[src/rtl/qnet_rx_deframer.sv]
// QICK network RX deframer: rebuilds 1/2-beat commands from the Aurora RX stream.
// Optional destination filter: define QNET_RX_FILTER_EN.
module qnet_rx_deframer #(
  parameter int CNT_W = 16
) (
  input  logic             t_clk_i,
  input  logic             t_rst_ni,
  input  logic [9:0]       id_i,
  input  logic [47:0]      t_time_abs,
  input  logic             rx_tvalid_i,
  input  logic [63:0]      rx_tdata_i,
  input  logic             rx_tlast_i,
  output logic             cmd_net_o,
  output logic [63:0]      cmd_h_o,
  output logic [63:0]      cmd_dt_o,
  output logic [31:0]      cmd_time_o,
  output logic [CNT_W-1:0] pkt_cnt_o,
  output logic [7:0]       err_cnt_o,
  output logic [1:0]       err_code_o,
  output logic [1:0]       state_o
);

  typedef enum logic [1:0] {
    IDLE = 2'd0,
    DATA = 2'd1,
    DROP = 2'd2
  } state_t;

  state_t r_state;
  state_t w_nxt;

  logic [63:0]      r_hdr;
  logic [31:0]      r_time;
  logic             r_pass;
  logic             r_cmd_net;
  logic [63:0]      r_cmd_h;
  logic [63:0]      r_cmd_dt;
  logic [31:0]      r_cmd_time;
  logic [CNT_W-1:0] r_pkt_cnt;
  logic [7:0]       r_err_cnt;
  logic [1:0]       r_err_code;

  logic        w_hd;
  logic        w_pass;
  logic        w_hdr_ld;
  logic        w_deliver;
  logic        w_err;
  logic [1:0]  w_err_code;
  logic [63:0] w_cmd_h;
  logic [63:0] w_cmd_dt;
  logic [31:0] w_cmd_time;

  assign w_hd = rx_tdata_i[63];

`ifdef QNET_RX_FILTER_EN
  assign w_pass = (rx_tdata_i[9:0] == id_i)
               || (rx_tdata_i[9:0] == 10'h3FF);
  logic w_unused_ok;
  assign w_unused_ok = &{1'b0, t_time_abs[47:32]};
`else
  assign w_pass = 1'b1;
  logic w_unused_ok;
  assign w_unused_ok = &{1'b0, t_time_abs[47:32], id_i};
`endif

  always_ff @(posedge t_clk_i or negedge t_rst_ni) begin
    if (!t_rst_ni) r_state <= IDLE;
    else           r_state <= w_nxt;
  end

  always_comb begin
    w_nxt = r_state;
    if (rx_tvalid_i) begin
      unique case (r_state)
        IDLE: begin
          if (!w_hd && !rx_tlast_i)     w_nxt = DROP;
          else if (w_hd && !rx_tlast_i) w_nxt = DATA;
        end
        DATA:    w_nxt = rx_tlast_i ? IDLE : DROP;
        DROP:    if (rx_tlast_i) w_nxt = IDLE;
        default: w_nxt = IDLE;
      endcase
    end
  end

  always_comb begin
    w_hdr_ld   = 1'b0;
    w_deliver  = 1'b0;
    w_err      = 1'b0;
    w_err_code = 2'd0;
    w_cmd_h    = rx_tdata_i;
    w_cmd_dt   = 64'd0;
    w_cmd_time = t_time_abs[31:0];
    if (rx_tvalid_i) begin
      unique case (r_state)
        IDLE: begin
          w_hdr_ld = 1'b1;
          unique case ({w_hd, rx_tlast_i})
            2'b01:   w_deliver = w_pass;
            2'b00: begin
              w_err      = 1'b1;
              w_err_code = 2'd2;
            end
            2'b11: begin
              w_err      = 1'b1;
              w_err_code = 2'd1;
            end
            default: ;
          endcase
        end
        DATA: begin
          // Data beat completes the packet out of the holding registers
          w_cmd_h    = r_hdr;
          w_cmd_dt   = rx_tdata_i;
          w_cmd_time = r_time;
          if (rx_tlast_i) begin
            w_deliver = r_pass;
          end else begin
            w_err      = 1'b1;
            w_err_code = 2'd2;
          end
        end
        default: ;
      endcase
    end
  end

  always_ff @(posedge t_clk_i or negedge t_rst_ni) begin
    if (!t_rst_ni) begin
      r_hdr      <= '0;
      r_time     <= '0;
      r_pass     <= 1'b0;
      r_cmd_net  <= 1'b0;
      r_cmd_h    <= '0;
      r_cmd_dt   <= '0;
      r_cmd_time <= '0;
      r_pkt_cnt  <= '0;
      r_err_cnt  <= '0;
      r_err_code <= '0;
    end else begin
      r_cmd_net <= w_deliver;
      if (w_hdr_ld) begin
        r_hdr  <= rx_tdata_i;
        r_time <= t_time_abs[31:0];
        r_pass <= w_pass;
      end
      if (w_deliver) begin
        r_cmd_h    <= w_cmd_h;
        r_cmd_dt   <= w_cmd_dt;
        r_cmd_time <= w_cmd_time;
        r_pkt_cnt  <= r_pkt_cnt + 1'b1;
      end
      if (w_err) begin
        if (r_err_cnt != 8'hFF) r_err_cnt <= r_err_cnt + 8'd1;
        r_err_code <= w_err_code;
      end
    end
  end

  assign cmd_net_o  = r_cmd_net;
  assign cmd_h_o    = r_cmd_h;
  assign cmd_dt_o   = r_cmd_dt;
  assign cmd_time_o = r_cmd_time;
  assign pkt_cnt_o  = r_pkt_cnt;
  assign err_cnt_o  = r_err_cnt;
  assign err_code_o = r_err_code;
  assign state_o    = r_state;

endmodule

[config.mk]
export PLATFORM = sky130hd
export DESIGN_NAME = qnet_rx_deframer
export DESIGN_NICKNAME = d
export VERILOG_FILES = /design/src/rtl/qnet_rx_deframer.sv
export SDC_FILE = /design/constraint.sdc
export NUM_CORES = 1
export LEC_CHECK = 0
export ABC_AREA = 0
export ABC_CLOCK_PERIOD_IN_PS = 1900
export CORE_MARGIN = 1
export CORE_UTILIZATION = 49
export CTS_CLUSTER_SIZE = 24
export DETAILED_ROUTE_END_ITERATION = 8
export GPL_ROUTABILITY_DRIVEN = 0
export HOLD_SLACK_MARGIN = 0.02
export PLACE_DENSITY = 0.84
export SLEW_MARGIN = 40
export SYNTH_ARGS = -nofsm -noshare
export SYNTH_HDL_FRONTEND = slang
export SYNTH_SLANG_ARGS = --single-unit
[constraint.sdc]
create_clock -name t_clk_i -period 1.9 [get_ports t_clk_i]
set_input_delay 0.475 -clock t_clk_i [delete_from_list [all_inputs] [get_ports t_clk_i]]
set_output_delay 0.475 -clock t_clk_i [all_outputs]
set_load 0.02 [all_outputs]
# Yosys cells after proc, flatten, opt, wreduce, memory -nomap -nowiden
# Cells that the tools add are included.
[word_totals]
inputBits = 126
out_inout_bits = 189
regBits = 286
word_cells = 53
[op_classes]
muxes = 24
n_eq_ne = 7
n_addsub = 2
reduce_logical = 9
[ops]
columns = ["cell", "n"]
rows = [
  ["$mux 64", 4],
  ["$mux 32", 2],
  ["$add 16x1->16 const B", 1],
  ["$mux 2", 5],
  ["$add 8x1->8 const B", 1],
  ["$mux 1", 8],
  ["$ne 8x8->1 const B", 1],
  ["$pmux 2 s2", 2],
  ["$pmux 2 s3", 1],
  ["$eq 2x1->1 const B", 2],
  ["$eq 2x2->1 const B", 2],
  ["$logic_not 2->1", 2],
  ["$pmux 1 s2", 2],
  ["$ne 3x3->1 const B", 1],
  ["$reduce_and 3->1", 1],
  ["$logic_and 1x1->1", 2],
  ["$logic_not 1->1", 2],
  ["$ne 2x2->1 const B", 1],
  ["$reduce_and 2->1", 1],
  ["$reduce_or 2->1", 1],
]

# Logic depth before layout (Yosys ltp)
[logic_depth]
word_depth = 6
mapped_depth = 10
mapped_depth_nobuf = 7

# Worst setup path after synthesis
# OpenSTA, ideal clock, no wires.
[synth_timing]
path_kind = "input to register"
from = "input rx_tdata_i[63]"
to = "register r_err_cnt[4] (netlist: err_cnt_o[4])"
setup_slack_ps = 8
n_path_buf = 0
setup_time_ps = 127
cell_stages = 6
arrival_ps = 1765
required_ps = 1773
cell_sequence = "inv_1 ha_1 nor2b_1 a211oi_2 and4_1 mux2_1"
[synth_via]
elab_chain_len = 6
elab_cells_between_ends = 7
cone_classes = "eq/ne: 1; mux: 3; reduce/logical: 3"
[synth_lines]
columns = ["item", "line_no", "text"]
rows = [
  ["from (decl)", "11", "input logic [63:0] rx_tdata_i,"],
  ["$eq 2x2->1 / $logic_not 2->1 (equally long branches)", "98", "unique case ({w_hd, rx_tlast_i})"],
  ["$reduce_or 2->1 (no source line) (*)", "-", ""],
  ["$mux 1 (*)", "98", ""],
  ["$pmux 1 s2 (*)", "95", "unique case (r_state)"],
  ["$mux 1 (*)", "94", "if (rx_tvalid_i) begin"],
  ["$reduce_and 2->1 (no source line) (*)", "-", ""],
  ["to (signal assigned)", "154", "if (r_err_cnt != 8'hFF) r_err_cnt <= r_err_cnt + 8'd1;"],
  ["to (decl)", "40", "logic [7:0] r_err_cnt;"],
]
# Every way passes the cells marked *; elsewhere a longest branch is shown, timed or not.
# A chain may end at the register's enable or synchronous reset.

# Worst setup path after layout
[layout_timing]
from = "register r_pkt_cnt[3] (netlist: pkt_cnt_o[3])"
to = "output pkt_cnt_o[3]"
[layout_lines]
columns = ["item", "line_no", "text"]
rows = [
  ["from (decl)", "39", "logic [CNT_W-1:0] r_pkt_cnt;"],
  ["from (signal assigned)", "151", "r_pkt_cnt <= r_pkt_cnt + 1'b1;"],
  ["to (decl)", "17", "output logic [CNT_W-1:0] pkt_cnt_o,"],
]
# No word-level cell between the ends.

==> impl_metrics.json <==
{
  "status": "complete, no violations",
  "coreArea_sq_um": 23400,
  "postSynthNetCount": 1026,
  "max_stage_delay_ns": 0.44,
  "worst-setup-path-type": "flip-flop to primary output",
  "critPathLaunch": "pkt_cnt_o[3]$_DFFE_PN0P_",
  "postSynthAreaPerCell_sq_um": 13.0,
  "vias": 8254,
  "wirelength_routed_um": 27400,
  "ctsLongestPathBuffers": 3,
  "critical_path.max_fanout": 6,
  "setup_viol": 0,
  "grt_overflow_total": 0,
  "yosysTopAreaCell": "sky130_fd_sc_hd__dfrtp_1",
  "fin_worst_hold_slack_ns": 0.385,
  "min_path_type": "input pin to flip-flop",
  "reg2reg_setup_slack_ns": 0.17,
  "via_per_inst": 5.33,
  "critPathTopFamily": "flip-flops",
  "first_iteration_detailed_routing_drc_count": 280,
  "max_clock_freq_mhz": 543,
  "startpoint_class_of_the_critical_path": "flip-flop",
  "finalCoreUtilization_pct": 68.2,
  "cts_htree_levels": 1,
  "core_rows": 56,
  "clkSlewWorstSetupHoldPaths_ns": 0.06,
  "synth.yosys.seq_area_share_pct": 61.4,
  "die-height_um": 156,
  "worst-path-stages": 1,
  "detail_route.wl_per_cell_um": 17.7,
  "met2_length_um": 13200,
  "slowest_stage": "sky130_fd_sc_hd__dfrtp_1",
  "worst_r2r_path_depth": 5,
  "synth_warnings": 0,
  "worstPathBufferInverterCount": 1,
  "vdd_ir_drop_max_mv": 0.845,
  "timing_worst_slew_pin_value_ns": 0.487,
  "power.density_nw_per_um2": 1250,
  "cts.root.buffer_cell": "sky130_fd_sc_hd__clkbuf_16",
  "grt_antenna_before_repair": 0,
  "yosys.cell_types.count": 41,
  "most-common-layout-cells": "285 x sky130_fd_sc_hd__dfrtp_1, 188 x sky130_fd_sc_hd__dlygate4sd2_1, 109 x sky130_fd_sc_hd__nand2_1",
  "design.die.area_sq_um": 24400,
  "met1_length_um": 11500,
  "worst_hold_startpoint": "rx_tdata_i[63]",
  "layout-drive-gt1-share_pct": 17.5,
  "origin_of_the_critical_flop_to_flop_path": "err_cnt_o[0]$_DFFE_PN0P_",
  "port_buf_inserts": 288,
  "grt_pass1_vias": 8451,
  "count_of_max_cap_constraint_violations": 0,
  "numClockSinks": 286,
  "ioPinCount": 315,
  "synth_flop_cell": "sky130_fd_sc_hd__dfrtp_1",
  "netlist.area_leader.share_pct": 61.4,
  "grt_first_pass_wirelength_um": 43500,
  "finish.net_count": 1340,
  "floorplan.initialDensity_pct": 49.8,
  "synthesis.area_sq_um": 11700,
  "insertedDiodeCount": 0,
  "dp_worst_setup_slack_ns": -0.487,
  "post_syn_instances": 894,
  "grt_util_all_layers_pct": 22.5,
  "cts_tree": "yes",
  "wl_met3_um": 1890,
  "rsz0062_at_grt": "no",
  "antenna_left": 0,
  "die_w_um": 156,
  "setup.worst_path.end_class": "primary output",
  "layout.cells.most_common": "sky130_fd_sc_hd__dfrtp_1",
  "fill_cells": 1741,
  "r2r_end": "err_cnt_o[1]$_DFFE_PN0P_",
  "cp_cell_sequence": "dlygate4sd2_1",
  "syn_to_final_growth_pct": 36.9,
  "synth_edf_count": 0,
  "critical_path_arrival_ns": 1.37,
  "asyncSetResetFlopFracSynth_pct": 100,
  "cts_made_buffers": 29,
  "postCtsSetupRepairBufs": 0,
  "final_max_slew_viols": 0,
  "finalWorstSetupSlack_ns": 0.0572,
  "synth-seq-cells": 286,
  "drc": 0,
  "crit_path_end": "pkt_cnt_o[3]",
  "ys_top_cells_by_area": "sky130_fd_sc_hd__dfrtp_1 61%, sky130_fd_sc_hd__mux2_2 9.6%, sky130_fd_sc_hd__mux2i_1 8.3%",
  "place_hpwl_um": 19100,
  "grt_start_max_net_pins": 60,
  "drt_pre_antenna_iters": 4,
  "worstPathRequired_ns": 1.42,
  "worst_skew_pair.late_latency_ns": 0.53,
  "final.setup.tns_ns": 0,
  "standby_leakage_power_nw": 8.25,
  "final_min_period_over_clock_period_pct": 97.0,
  "final.setup_skew_ns": 0.0107,
  "highest_layer": "met4",
  "max_slew_margin_pct": 67.5,
  "timing_hold_violations_final": 0,
  "finalWorstPathRequiredPeriod_ns": 1.84
}
[per-stage QoR]
| step | cells | power [mW] | instance area (sq um) |
|---|---|---|---|
| 2_1_floorplan | 894 | 12.0 | 11700 |
| 3_3_place_gp | 1495 | 15.2 | 15200 |
| 3_5_place_dp | 1495 | 15.5 | 15200 |
| 4_1_cts | 1548 | 20.1 | 15900 |
| 5_1_grt | 1548 | 21.0 | 16000 |
| 6_report | 1548 | 20.0 | 16000 |
[routing by layer]
| layer | GRT usage (%) | vias to the layer above |
|---|---|---|
| met5 | 0 | - |
| met4 | 7.75 | 0 |
| met3 | 5.21 | 55 |
| met2 | 37.9 | 252 |
| met1 | 28.5 | 4140 |
| li1 | - | 3807 |
[area by class of cell]
cell class	count	area, sq um	share of cell area, %
Clock buffer	42	835	5.23
Clock inverter	10	77.6	0.486
Inverter	6	22.5	0.141
Multi-Input combinational cell	543	4210	26.4
Sequential cell	286	7160	44.8
Tap cell	319	399	2.50
Timing Repair Buffer	342	3260	20.4
[cells by family after synthesis]
logic type               synth area share, %
AO/OA/AOI/OAI                           9.93
XOR/XNOR                                1.20
adder cells (fa/ha/maj)                0.644
buffers and inverters                   2.90
flip-flops                              61.4
multiplexers                            18.2
AND/OR/NAND/NOR                         5.80
[report_power, final]
group	total (mW)	internal (mW)	switching [mW]
clock	5.42	3.16	2.26
sequential	8.74	7.77	0.967
combinational	5.80	2.57	3.23
total	20.0	13.5	6.45
[synthesized netlist by cell type (2+ instances only)]
cell / number
sky130_fd_sc_hd__ha_1: 6
sky130_fd_sc_hd__nand4_1: 8
sky130_fd_sc_hd__clkbuf_1: 16
sky130_fd_sc_hd__o21ai_1: 2
sky130_fd_sc_hd__buf_4: 9
sky130_fd_sc_hd__buf_2: 30
sky130_fd_sc_hd__a22o_1: 64
sky130_fd_sc_hd__buf_6: 3
sky130_fd_sc_hd__dfrtp_1: 286
sky130_fd_sc_hd__and4_1: 2
sky130_fd_sc_hd__nor2_1: 2
sky130_fd_sc_hd__mux2_2: 99
sky130_fd_sc_hd__nand2_1: 109
sky130_fd_sc_hd__or2_2: 2
sky130_fd_sc_hd__mux2i_1: 97
sky130_fd_sc_hd__inv_1: 6
sky130_fd_sc_hd__o21ai_0: 99
sky130_fd_sc_hd__mux2_1: 3
sky130_fd_sc_hd__and3_1: 4
sky130_fd_sc_hd__xnor2_1: 15
sky130_fd_sc_hd__nand3_1: 11
sky130_fd_sc_hd__nand2b_4: 2
[timing repair]
item / in CTS / in global routing
hold endpoints to repair: 48 / 0
endpoints found under the setup margin: 189 / 6
hold buffers: 1 / 0
pin swaps: 0 / 2
resized for setup: 191 / 7
[state kept, by name (all words and copies together), names as in the netlist]
name and cells:
cmd_time_o 32, cmd_net_o 1, err_code_o 2, r_pass 1, pkt_cnt_o 16, cmd_h_o 64, r_hdr 64, state_o 2
err_cnt_o 8, r_time 32, cmd_dt_o 64
[worst min-delay path by stage]
| stage | endpoint | slack [ns] | depth (start not counted) |
|---|---|---|---|
| after floorplan | cmd_dt_o[0]$_DFFE_PN0P_ | 0.18 | 0 |
| after global placement | err_cnt_o[0]$_DFFE_PN0P_ | 0.45 | 1 |
| after detailed placement | err_cnt_o[4]$_DFFE_PN0P_ | 0.45 | 1 |
| after CTS | err_cnt_o[4]$_DFFE_PN0P_ | 0.48 | 2 |
| after global routing | cmd_dt_o[63]$_DFFE_PN0P_ | 0.41 | 3 |
| final | cmd_dt_o[63]$_DFFE_PN0P_ | 0.39 | 3 |
Note: power is estimated with default switching activity, not from simulation.
